File: src/rtl/mips_mc_controller_pkg.sv
// Shared types and encodings for the multicycle MIPS controller: FSM states,
// opcode/funct values, ALU control codes and datapath select encodings.
package mips_mc_controller_pkg;

   typedef enum logic [3:0] {
      ST_FETCH   = 4'd0,
      ST_DECODE  = 4'd1,
      ST_MEMADR  = 4'd2,
      ST_MEMRD   = 4'd3,
      ST_MEMWB   = 4'd4,
      ST_MEMWR   = 4'd5,
      ST_RTYPEEX = 4'd6,
      ST_RTYPEWB = 4'd7,
      ST_BEQEX   = 4'd8,
      ST_ADDIEX  = 4'd9,
      ST_ADDIWB  = 4'd10,
      ST_JEX     = 4'd11
   } state_t;

   typedef enum logic [1:0] {
      ALUOP_ADD   = 2'd0,
      ALUOP_SUB   = 2'd1,
      ALUOP_FUNCT = 2'd2
   } aluop_t;

   localparam logic [5:0] OP_RTYPE = 6'b000000;
   localparam logic [5:0] OP_LW    = 6'b100011;
   localparam logic [5:0] OP_SW    = 6'b101011;
   localparam logic [5:0] OP_BEQ   = 6'b000100;
   localparam logic [5:0] OP_BNE   = 6'b000101;
   localparam logic [5:0] OP_ADDI  = 6'b001000;
   localparam logic [5:0] OP_J     = 6'b000010;

   localparam logic [5:0] FUNCT_ADD = 6'b100000;
   localparam logic [5:0] FUNCT_SUB = 6'b100010;
   localparam logic [5:0] FUNCT_AND = 6'b100100;
   localparam logic [5:0] FUNCT_OR  = 6'b100101;
   localparam logic [5:0] FUNCT_SLT = 6'b101010;

   localparam logic [2:0] ALU_AND    = 3'b000;
   localparam logic [2:0] ALU_OR     = 3'b001;
   localparam logic [2:0] ALU_ADD    = 3'b010;
   localparam logic [2:0] ALU_UNUSED = 3'b011;
   localparam logic [2:0] ALU_SUB    = 3'b110;
   localparam logic [2:0] ALU_SLT    = 3'b111;

   localparam logic [1:0] SRCB_REGB  = 2'b00;
   localparam logic [1:0] SRCB_FOUR  = 2'b01;
   localparam logic [1:0] SRCB_IMM   = 2'b10;
   localparam logic [1:0] SRCB_IMMSH = 2'b11;

   localparam logic [1:0] PCSRC_ALU    = 2'b00;
   localparam logic [1:0] PCSRC_ALUOUT = 2'b01;
   localparam logic [1:0] PCSRC_JUMP   = 2'b10;

endpackage

File: src/rtl/mips_mc_controller_if.sv
// Control bundle between the multicycle controller (master) and the 32-bit
// datapath (slave): instruction fields and zero flag in, selects/enables out.
interface mips_mc_controller_if;

   logic [5:0] op;
   logic [5:0] funct;
   logic       zero;
   logic [2:0] alu_control;
   logic       alusrca;
   logic [1:0] alusrcb;
   logic [1:0] pcsrc;
   logic       iord;
   logic       irwrite;
   logic       memwrite;
   logic       regwrite;
   logic       regdst;
   logic       memtoreg;
   logic       pcen;
   logic       illegal_op;

   modport master (
      input  op, funct, zero,
      output alu_control, alusrca, alusrcb, pcsrc, iord, irwrite, memwrite,
             regwrite, regdst, memtoreg, pcen, illegal_op
   );

   modport slave (
      output op, funct, zero,
      input  alu_control, alusrca, alusrcb, pcsrc, iord, irwrite, memwrite,
             regwrite, regdst, memtoreg, pcen, illegal_op
   );

endinterface

File: src/rtl/mips_mc_controller_alu_dec.sv
// ALU decoder: maps the FSM's ALU operation class and the R-type funct field to
// the 3-bit alu_control code, flagging funct values the ALU does not implement.
module mips_mc_controller_alu_dec
   import mips_mc_controller_pkg::*;
(
   input  aluop_t     aluop_i,
   input  logic [5:0] funct_i,
   output logic [2:0] alu_control_o,
   output logic       illegal_o
);

   always_comb begin
      alu_control_o = ALU_ADD;
      illegal_o     = 1'b0;
      case (aluop_i)
         ALUOP_ADD: alu_control_o = ALU_ADD;
         ALUOP_SUB: alu_control_o = ALU_SUB;
         ALUOP_FUNCT: begin
            case (funct_i)
               FUNCT_ADD: alu_control_o = ALU_ADD;
               FUNCT_SUB: alu_control_o = ALU_SUB;
               FUNCT_AND: alu_control_o = ALU_AND;
               FUNCT_OR:  alu_control_o = ALU_OR;
               FUNCT_SLT: alu_control_o = ALU_SLT;
               default: begin
                  alu_control_o = ALU_UNUSED;
                  illegal_o     = 1'b1;
               end
            endcase
         end
         default: alu_control_o = ALU_ADD;
      endcase
   end

endmodule

File: src/rtl/mips_mc_controller.sv
// Multicycle MIPS control unit: sequences FETCH..writeback, decodes op/funct and
// drives the datapath selects, write enables and the branch-gated PC enable.
module mips_mc_controller
   import mips_mc_controller_pkg::*;
#(
   parameter logic EN_BNE = 1'b1,
   parameter logic EN_J   = 1'b1
)(
   input  logic                        clk,
   input  logic                        reset,
   mips_mc_controller_if.master        ctl
);

   state_t state_q, state_d;
   logic   is_sw_q, is_sw_d;
   logic   is_bne_q, is_bne_d;
   logic   op_illegal;
   logic   funct_illegal;

   logic       alusrca, iord, irwrite, memwrite, regwrite, regdst, memtoreg;
   logic       pcwrite, branch;
   logic [1:0] alusrcb, pcsrc;
   aluop_t     aluop;
   logic [2:0] alu_control;

   // Memory direction and branch sense are latched in DECODE so later states never look at op.
   always_comb begin
      state_d    = ST_FETCH;
      is_sw_d    = is_sw_q;
      is_bne_d   = is_bne_q;
      op_illegal = 1'b0;
      case (state_q)
         ST_FETCH: state_d = ST_DECODE;
         ST_DECODE: begin
            is_sw_d  = (ctl.op == OP_SW);
            is_bne_d = (ctl.op == OP_BNE);
            case (ctl.op)
               OP_LW, OP_SW: state_d = ST_MEMADR;
               OP_RTYPE:     state_d = ST_RTYPEEX;
               OP_BEQ:       state_d = ST_BEQEX;
               OP_ADDI:      state_d = ST_ADDIEX;
               OP_BNE: begin
                  if (EN_BNE) begin
                     state_d = ST_BEQEX;
                  end else begin
                     op_illegal = 1'b1;
                  end
               end
               OP_J: begin
                  if (EN_J) begin
                     state_d = ST_JEX;
                  end else begin
                     op_illegal = 1'b1;
                  end
               end
               default: op_illegal = 1'b1;
            endcase
         end
         ST_MEMADR:  state_d = is_sw_q ? ST_MEMWR : ST_MEMRD;
         ST_MEMRD:   state_d = ST_MEMWB;
         ST_RTYPEEX: state_d = funct_illegal ? ST_FETCH : ST_RTYPEWB;
         ST_ADDIEX:  state_d = ST_ADDIWB;
         default:    state_d = ST_FETCH;
      endcase
   end

   always_ff @(posedge clk or posedge reset) begin
      if (reset) begin
         state_q  <= ST_FETCH;
         is_sw_q  <= 1'b0;
         is_bne_q <= 1'b0;
      end else begin
         state_q  <= state_d;
         is_sw_q  <= is_sw_d;
         is_bne_q <= is_bne_d;
      end
   end

   always_comb begin
      alusrca  = 1'b0;
      alusrcb  = SRCB_REGB;
      pcsrc    = PCSRC_ALU;
      iord     = 1'b0;
      irwrite  = 1'b0;
      memwrite = 1'b0;
      regwrite = 1'b0;
      regdst   = 1'b0;
      memtoreg = 1'b0;
      pcwrite  = 1'b0;
      branch   = 1'b0;
      aluop    = ALUOP_ADD;
      case (state_q)
         ST_FETCH: begin
            irwrite = 1'b1;
            alusrcb = SRCB_FOUR;
            pcwrite = 1'b1;
         end
         ST_DECODE: alusrcb = SRCB_IMMSH;
         ST_MEMADR: begin
            alusrca = 1'b1;
            alusrcb = SRCB_IMM;
         end
         ST_MEMRD: iord = 1'b1;
         ST_MEMWB: begin
            memtoreg = 1'b1;
            regwrite = 1'b1;
         end
         ST_MEMWR: begin
            iord     = 1'b1;
            memwrite = 1'b1;
         end
         ST_RTYPEEX: begin
            alusrca = 1'b1;
            aluop   = ALUOP_FUNCT;
         end
         ST_RTYPEWB: begin
            regdst   = 1'b1;
            regwrite = 1'b1;
         end
         ST_BEQEX: begin
            alusrca = 1'b1;
            aluop   = ALUOP_SUB;
            pcsrc   = PCSRC_ALUOUT;
            branch  = 1'b1;
         end
         ST_ADDIEX: begin
            alusrca = 1'b1;
            alusrcb = SRCB_IMM;
         end
         ST_ADDIWB: regwrite = 1'b1;
         ST_JEX: begin
            pcsrc   = PCSRC_JUMP;
            pcwrite = 1'b1;
         end
         default: aluop = ALUOP_ADD;
      endcase
   end

   mips_mc_controller_alu_dec u_alu_dec (
      .aluop_i       (aluop),
      .funct_i       (ctl.funct),
      .alu_control_o (alu_control),
      .illegal_o     (funct_illegal)
   );

   assign ctl.alu_control = alu_control;
   assign ctl.alusrca     = alusrca;
   assign ctl.alusrcb     = alusrcb;
   assign ctl.pcsrc       = pcsrc;
   assign ctl.iord        = iord;
   assign ctl.regdst      = regdst;
   assign ctl.memtoreg    = memtoreg;

   // State already sits at FETCH during reset, so only enables need masking to keep selects at FETCH values.
   assign ctl.irwrite    = irwrite  & ~reset;
   assign ctl.memwrite   = memwrite & ~reset;
   assign ctl.regwrite   = regwrite & ~reset;
   assign ctl.pcen       = (pcwrite | (branch & (ctl.zero ^ is_bne_q))) & ~reset;
   assign ctl.illegal_op = (op_illegal | funct_illegal) & ~reset;

endmodule

File: src/flat_wrapper.sv
// flat-port wrapper written by rule: the top's interface ports become plain ports
module mips_mc_controller_flat import mips_mc_controller_pkg::*;
#(
   parameter logic EN_BNE = 1'b1,
   parameter logic EN_J   = 1'b1
)
  (clk, reset, ctl_op, ctl_funct, ctl_zero, ctl_alu_control, ctl_alusrca, ctl_alusrcb, ctl_pcsrc, ctl_iord, ctl_irwrite, ctl_memwrite, ctl_regwrite, ctl_regdst, ctl_memtoreg, ctl_pcen, ctl_illegal_op);
  mips_mc_controller_if ctl_i ();
  input  logic clk;
  input  logic reset;
  input wire logic [$bits(ctl_i.op)-1:0] ctl_op;
  input wire logic [$bits(ctl_i.funct)-1:0] ctl_funct;
  input wire logic [$bits(ctl_i.zero)-1:0] ctl_zero;
  output wire logic [$bits(ctl_i.alu_control)-1:0] ctl_alu_control;
  output wire logic [$bits(ctl_i.alusrca)-1:0] ctl_alusrca;
  output wire logic [$bits(ctl_i.alusrcb)-1:0] ctl_alusrcb;
  output wire logic [$bits(ctl_i.pcsrc)-1:0] ctl_pcsrc;
  output wire logic [$bits(ctl_i.iord)-1:0] ctl_iord;
  output wire logic [$bits(ctl_i.irwrite)-1:0] ctl_irwrite;
  output wire logic [$bits(ctl_i.memwrite)-1:0] ctl_memwrite;
  output wire logic [$bits(ctl_i.regwrite)-1:0] ctl_regwrite;
  output wire logic [$bits(ctl_i.regdst)-1:0] ctl_regdst;
  output wire logic [$bits(ctl_i.memtoreg)-1:0] ctl_memtoreg;
  output wire logic [$bits(ctl_i.pcen)-1:0] ctl_pcen;
  output wire logic [$bits(ctl_i.illegal_op)-1:0] ctl_illegal_op;
  assign ctl_i.op = ctl_op;
  assign ctl_i.funct = ctl_funct;
  assign ctl_i.zero = ctl_zero;
  assign ctl_alu_control = ctl_i.alu_control;
  assign ctl_alusrca = ctl_i.alusrca;
  assign ctl_alusrcb = ctl_i.alusrcb;
  assign ctl_pcsrc = ctl_i.pcsrc;
  assign ctl_iord = ctl_i.iord;
  assign ctl_irwrite = ctl_i.irwrite;
  assign ctl_memwrite = ctl_i.memwrite;
  assign ctl_regwrite = ctl_i.regwrite;
  assign ctl_regdst = ctl_i.regdst;
  assign ctl_memtoreg = ctl_i.memtoreg;
  assign ctl_pcen = ctl_i.pcen;
  assign ctl_illegal_op = ctl_i.illegal_op;
  mips_mc_controller #(.EN_BNE(EN_BNE), .EN_J(EN_J)) u_core (.clk(clk), .reset(reset), .ctl(ctl_i));
endmodule
File: config.mk
export PLATFORM = sky130hd
export DESIGN_NAME = mips_mc_controller_flat
export DESIGN_NICKNAME = d
export VERILOG_FILES = /design/src/rtl/mips_mc_controller_pkg.sv /design/src/rtl/mips_mc_controller_if.sv /design/src/rtl/mips_mc_controller_alu_dec.sv /design/src/rtl/mips_mc_controller.sv /design/src/flat_wrapper.sv
export SDC_FILE = /design/constraint.sdc
export NUM_CORES = 1
export LEC_CHECK = 0
export CORE_MARGIN = 10
export CORE_UTILIZATION = 30
export DETAILED_ROUTE_END_ITERATION = 12
export DONT_BUFFER_PORTS = 1
export SLEW_MARGIN = 20
export SYNTH_ARGS = -nofsm -noshare
export SYNTH_HDL_FRONTEND = slang
export SYNTH_HIERARCHICAL = 1
export SYNTH_SLANG_ARGS = --single-unit
File: constraint.sdc
create_clock -name clk -period 2.4 [get_ports clk]
set_input_delay 0.48 -clock clk [delete_from_list [all_inputs] [get_ports clk]]
set_output_delay 0.48 -clock clk [all_outputs]
set_load 0.1 [all_outputs]
Yosys cells after proc, flatten, opt, wreduce, memory -nomap -nowiden
Index checks and enable logic that the tools add are counted.
{ "totals": {"register_bits": 6, "latch_bits": 0, "ram_bits": 0, "romBits": 0, "input_bits": 15, "out_inout_bits": 16, "elab_cells": 70, "mem_count": 0} }
{ "op_classes": {"n_addsub": 0, "multipliers": 0, "n_div": 0, "magnitude_cmp": 0, "eq_ne": 24, "shift": 0, "mux": 22, "bitwise_logic": 10, "reduce_logical": 11} }
{ "ops": {"columns": ["cell", "count"], "rows": [
  ["$eq A6 B6 Y1 const B", 7],
  ["$pmux W4 S6", 1],
  ["$pmux W4 S5", 1],
  ["$eq A4 B3 Y1 const B", 4],
  ["$eq A4 B4 Y1 const B", 4],
  ["$pmux W3 S5", 1],
  ["$mux W1", 13],
  ["$eq A6 B3 Y1 const B", 2],
  ["$reduce_or A2 Y1", 5],
  ["$eq A4 B2 Y1 const B", 2],
  ["$pmux W2 S2", 2],
  ["$reduce_or A7 Y1", 1],
  ["$and A1 B1 Y1", 6],
  ["$eq A6 B2 Y1 const B", 1],
  ["$eq A6 B4 Y1 const B", 1],
  ["$logic_not A6 Y1", 1],
  ["$mux W3", 2],
  ["$pmux W2 S3", 1],
  ["$pmux W3 S2", 1],
  ["$reduce_or A5 Y1", 1],
  ["$eq A4 B1 Y1 const B", 1],
  ["$logic_not A4 Y1", 1],
  ["$reduce_or A4 Y1", 1],
  ["$reduce_or A3 Y1", 1],
  ["5 further kinds", 6]
]} }

Longest topological paths before layout
{ "logic_depth": {"ltp_word": 6, "ltp_mapped": 10, "ltp_nobuf": 9} }

Cells and area by module
Netlist, hierarchy kept.
{ "by_module_without_submodules": {"columns": ["mod", "n_inst", "cells_per_inst", "area_each_um2", "seq_area_each_um2"], "rows": [
  ["mips_mc_controller", 1, 74, 586.8, 150.1],
  ["mips_mc_controller_alu_dec", 1, 20, 130.1, 0.0]
]} }

Worst setup path before layout
Ideal clock, no wire load.
{ "synth_path": {"path_type": "register -> output", "start": "reg u_core.state_q[1]", "end": "out ctl_irwrite", "arrival_ns": 3.837, "required_time_ns": 1.920, "slack_ns": -1.917, "stages_incl_launch_ff": 4, "n_path_buf": 1, "path_cell_list": "dfrtp_1 -> clkbuf_1 -> nor2_1 -> nor4b_1"} }
{ "synth_between": {"elab_chain_len": 3} }
{ "synth_lines": {"columns": ["element", "line", "rtl"], "rows": [
  ["from (decl)", "mips_mc_controller.sv:14", "state_t state_q, state_d;"],
  ["from (signal assigned)", "mips_mc_controller.sv:73", "state_q <= state_d;"],
  ["$logic_not A4 Y1", "mips_mc_controller.sv:92", "case (state_q)"],
  ["$mux W1", "mips_mc_controller.sv:92", null],
  ["$and A1 B1 Y1", "mips_mc_controller.sv:155", "assign ctl.irwrite = irwrite & ~reset;"],
  ["to (decl)", "flat_wrapper.sv:19", "output wire logic [$bits(ctl_i.irwrite)-1:0] ctl_irwrite;"]
]} }
Every way passes these cells.

Worst setup path in the final report
{ "layout_path": {"start": "reg u_core.state_q[2]", "end": "out ctl_alu_control[2]"} }
{ "layout_between": {"elab_chain_len": 4, "word_cells_on_any_way": 6, "classes_between": "eq/ne (4); mux (2)"} }
{ "layout_lines": {"columns": ["element", "line", "rtl"], "rows": [
  ["$eq A4 B4 Y1 / $eq A4 B3 Y1 (equally long branches)", "mips_mc_controller.sv:92", null],
  ["$pmux W2 S2 *", "mips_mc_controller.sv:92", null],
  ["$eq A2 B2 Y1 / $eq A2 B1 Y1 (equally long branches)", "mips_mc_controller_alu_dec.sv:15", "case (aluop_i)"],
  ["$pmux W3 S2 *", "mips_mc_controller_alu_dec.sv:15", null],
  ["to (decl)", "flat_wrapper.sv:14", "output wire logic [$bits(ctl_i.alu_control)-1:0] ctl_alu_control;"]
]} }
Every way passes the cells marked *; elsewhere a longest branch is shown, timed or not.

==> results.txt <==
grt ovf - 0
Max stage delay cell, worst path - dfrtp_2
width of the die - 68.9 um
drt pass-1 iters - 4
Clock transition at path regs - 0.05 ns
Worst Path Arrival - 1.93 ns
Total Power - 1.50 mW
post-synthesis sequential area ratio - 20.9%
IO Pins - 31
flops & latches, synth - 6
post-route insts no fill - 151
RSZ-0062 raised after global routing - true
routed wire length per instance - 16.2 um
Worst-Margin Slew - 0.535 ns
Synth area leader - dfrtp_1
Post-DRT Antenna Nets - 0
area of the multi-input gates - 767 um^2
post-synthesis cell count - 94
Fin. Hold Viols - 0
antenna cells - 0
die height - 68.9 um
vias per std cell - 5.48
pin count of the biggest net entering global routing - 13
Mapped Area - 717 um^2
asr flop ratio synth - 100%
placed wire-length estimate - 1890 um
CORE AREA - 2250 um^2
Tcrit/Tclk final - 101%
count leader, synth - nor2_1
VDD IR max - 0.828 mV
Commonest cells post-synth - nor2_1 (9), nand2b_1 (7), nor3_1 (7), dfrtp_1 (6), inv_1 (6)
cell leakage power - 0.524 nW
via count - 828
Hold WS - 0.0699 ns
final setup margin - -0.0128 ns
initial antenna violation count - 0
vias in the first global route - 879
final setup fails - 1
final WL - 2450 um
top-area cell type share of the netlist area - 20.9%
PD cells - 1130 nW/um^2
H-tree levels - 1
Ys Warns - 6
Sequential Area - 153 um^2
status - complete, but fails checks
share of cells above drive strength 1 - 56.9%
routability congestion estimate from global placement - 0.762
CP max stage delay - 0.41 ns
synthesis-to-finish area growth - 86.0%
critical path fanouts, max - 5
Clock Path Buffers - 2
Rows - 17
Req. time, crit path - 1.92 ns
kind of end point of the critical path - output port
CTS tree - yes
Clk Latency, worst-skew pair - 0.25 ns
Tmin final - 2.41 ns
Post-route DRC - 0
slew margin rel. - 64.3%
DR iter-0 viols - 14
Synth area leaders - dfrtp_1 (21%), nand2b_1 (6.1%), nor3_1 (4.9%)
HP Class - input pin to async pin
gr usage total - 10.7%
CTS Sinks - 6
Starting Density - 31.8%
EDFF count, synth - 0
top_reg_cell synth - dfrtp_1
Synth Area per Inst - 7.63 um^2
critical-path cell list - nand2b_4 > nor3_4 > inv_2 > ha_4 > nor3b_2 > a41o_2 > buf_12
Fmax - 0.414 GHz
Post-Syn Nets - 111
final max-slew violation count - 0
first-pass GRT wire length - 3970 um
Nets - 141
Netlist cell types - 35
clock skew - 0.00527 ns
TritonCTS buffer count - 3
violated checks - setup timing
Root Driver - clkbuf_4
IO buf count - 0
number of fill cells - 214
kind of critical path - flop to output port
Max Cap Viol - 0
Die ar. - 4750 um^2
startpoint type of the worst setup path - flop
Post-Place Cells - 139
## through the flow
stage / utilization [%] / setup TNS, ns / setup WS [ns] / area [um^2]
global placement: 51.7 / 0 / 0.129 / 1160
finish: 59.2 / -0.0128 / -0.0128 / 1330
CTS: 58.0 / -0.00284 / -0.00196 / 1310
floorplan: - / -0.822 / -0.541 / 881
global route: 59.2 / -0.187 / -0.0732 / 1330
detailed placement: 51.7 / 0 / 0.0925 / 1160
## layout by cell type (no fill, tap or decap), types with 2 or more instances in the layout
master	n
nor2_2	2
buf_4	23
clkbuf_4	3
buf_12	7
xor2_1	3
a32o_1	2
a21o_1	2
ha_4	2
nor2_1	6
dfrtp_1	4
nor4_1	2
o21ai_0	3
and3_1	2
nor4b_1	2
nor2b_1	2
o22ai_1	2
nand3_1	2
nand2_1	4
inv_1	4
dfrtp_2	2
nand2b_4	2
or3b_4	2
a41oi_4	2
nand2b_1	5
nor3_4	6
## power breakdown
part,leakage [nW],switching [mW],internal (mW)
sequential,0.0782,0.0381,0.127
combinational,0.431,0.796,0.437
clock,0.0150,0.0431,0.0634
## kinds of logic after synthesis
group                    after synthesis  share of synthesized area, %
XOR/XNOR                               3                          3.67
flip-flops                             6                          20.9
buffers and inverters                 12                          6.98
AO/OA/AOI/OAI                         22                          22.2
adder cells (fa/ha/maj)                2                          3.49
multiplexers                           1                          1.57
AND/OR/NAND/NOR                       48                          41.2
## sequential cells by signal (all words and copies together), names as in the netlist
name and count:
u_core/is_sw_q 1, u_core/is_bne_q 1, u_core/state_q 4
## worst max-delay path: cells and delay by family (launching register included)
family          cells  cell delay [ns]
buf+inv             2             0.24
compound gates      1             0.23
flops               1             0.41
fa+ha+maj           1             0.25
simple gates        3             0.52
## worst paths after layout
kind | cells after the start | endpoint | start | slack, ns
setup / recovery | 7 | ctl_alu_control[2] | u_core/state_q[2] | -0.01
hold / removal | 1 | u_core/state_q[1] | reset | 0.07
setup reg to reg | 8 | u_core/state_q[2] | u_core/state_q[3] | 0.56
hold reg to reg | 2 | u_core/is_bne_q | u_core/is_bne_q | 0.50
max in group asynchronous | 1 | u_core/state_q[0] | reset | 2.06
min in group clk | 1 | u_core/is_sw_q | ctl_op[3] | 0.40
## what timing repair did
item / CTS / global route
cloned: 0 / 0
resized for setup: 13 / 6
setup endpoints to repair: 5 / 6
buffers inserted: 8 / 0
hold buffers: 0 / 0
pin swaps: 5 / 8
## routing by layer
layer | global-route usage [%] | share of wire, % | vias up
li1 | - | - | 410
met1 | 10.6 | 38 | 393
met2 | 19.4 | 52 | 20
met3 | 2.74 | 8.4 | 5
met4 | 6.65 | 2.1 | 0
met5 | 0 | 0 | -
## cell type report
class                   count  share of cell area, %
clock buffers               4                   1.97
inverters                   6                   1.88
multi-input cells          76                   57.5
flip-flops and latches      6                   11.4
well taps                  28                   2.63
repair buffers             31                   24.6
(Power assumes the default switching activity.)
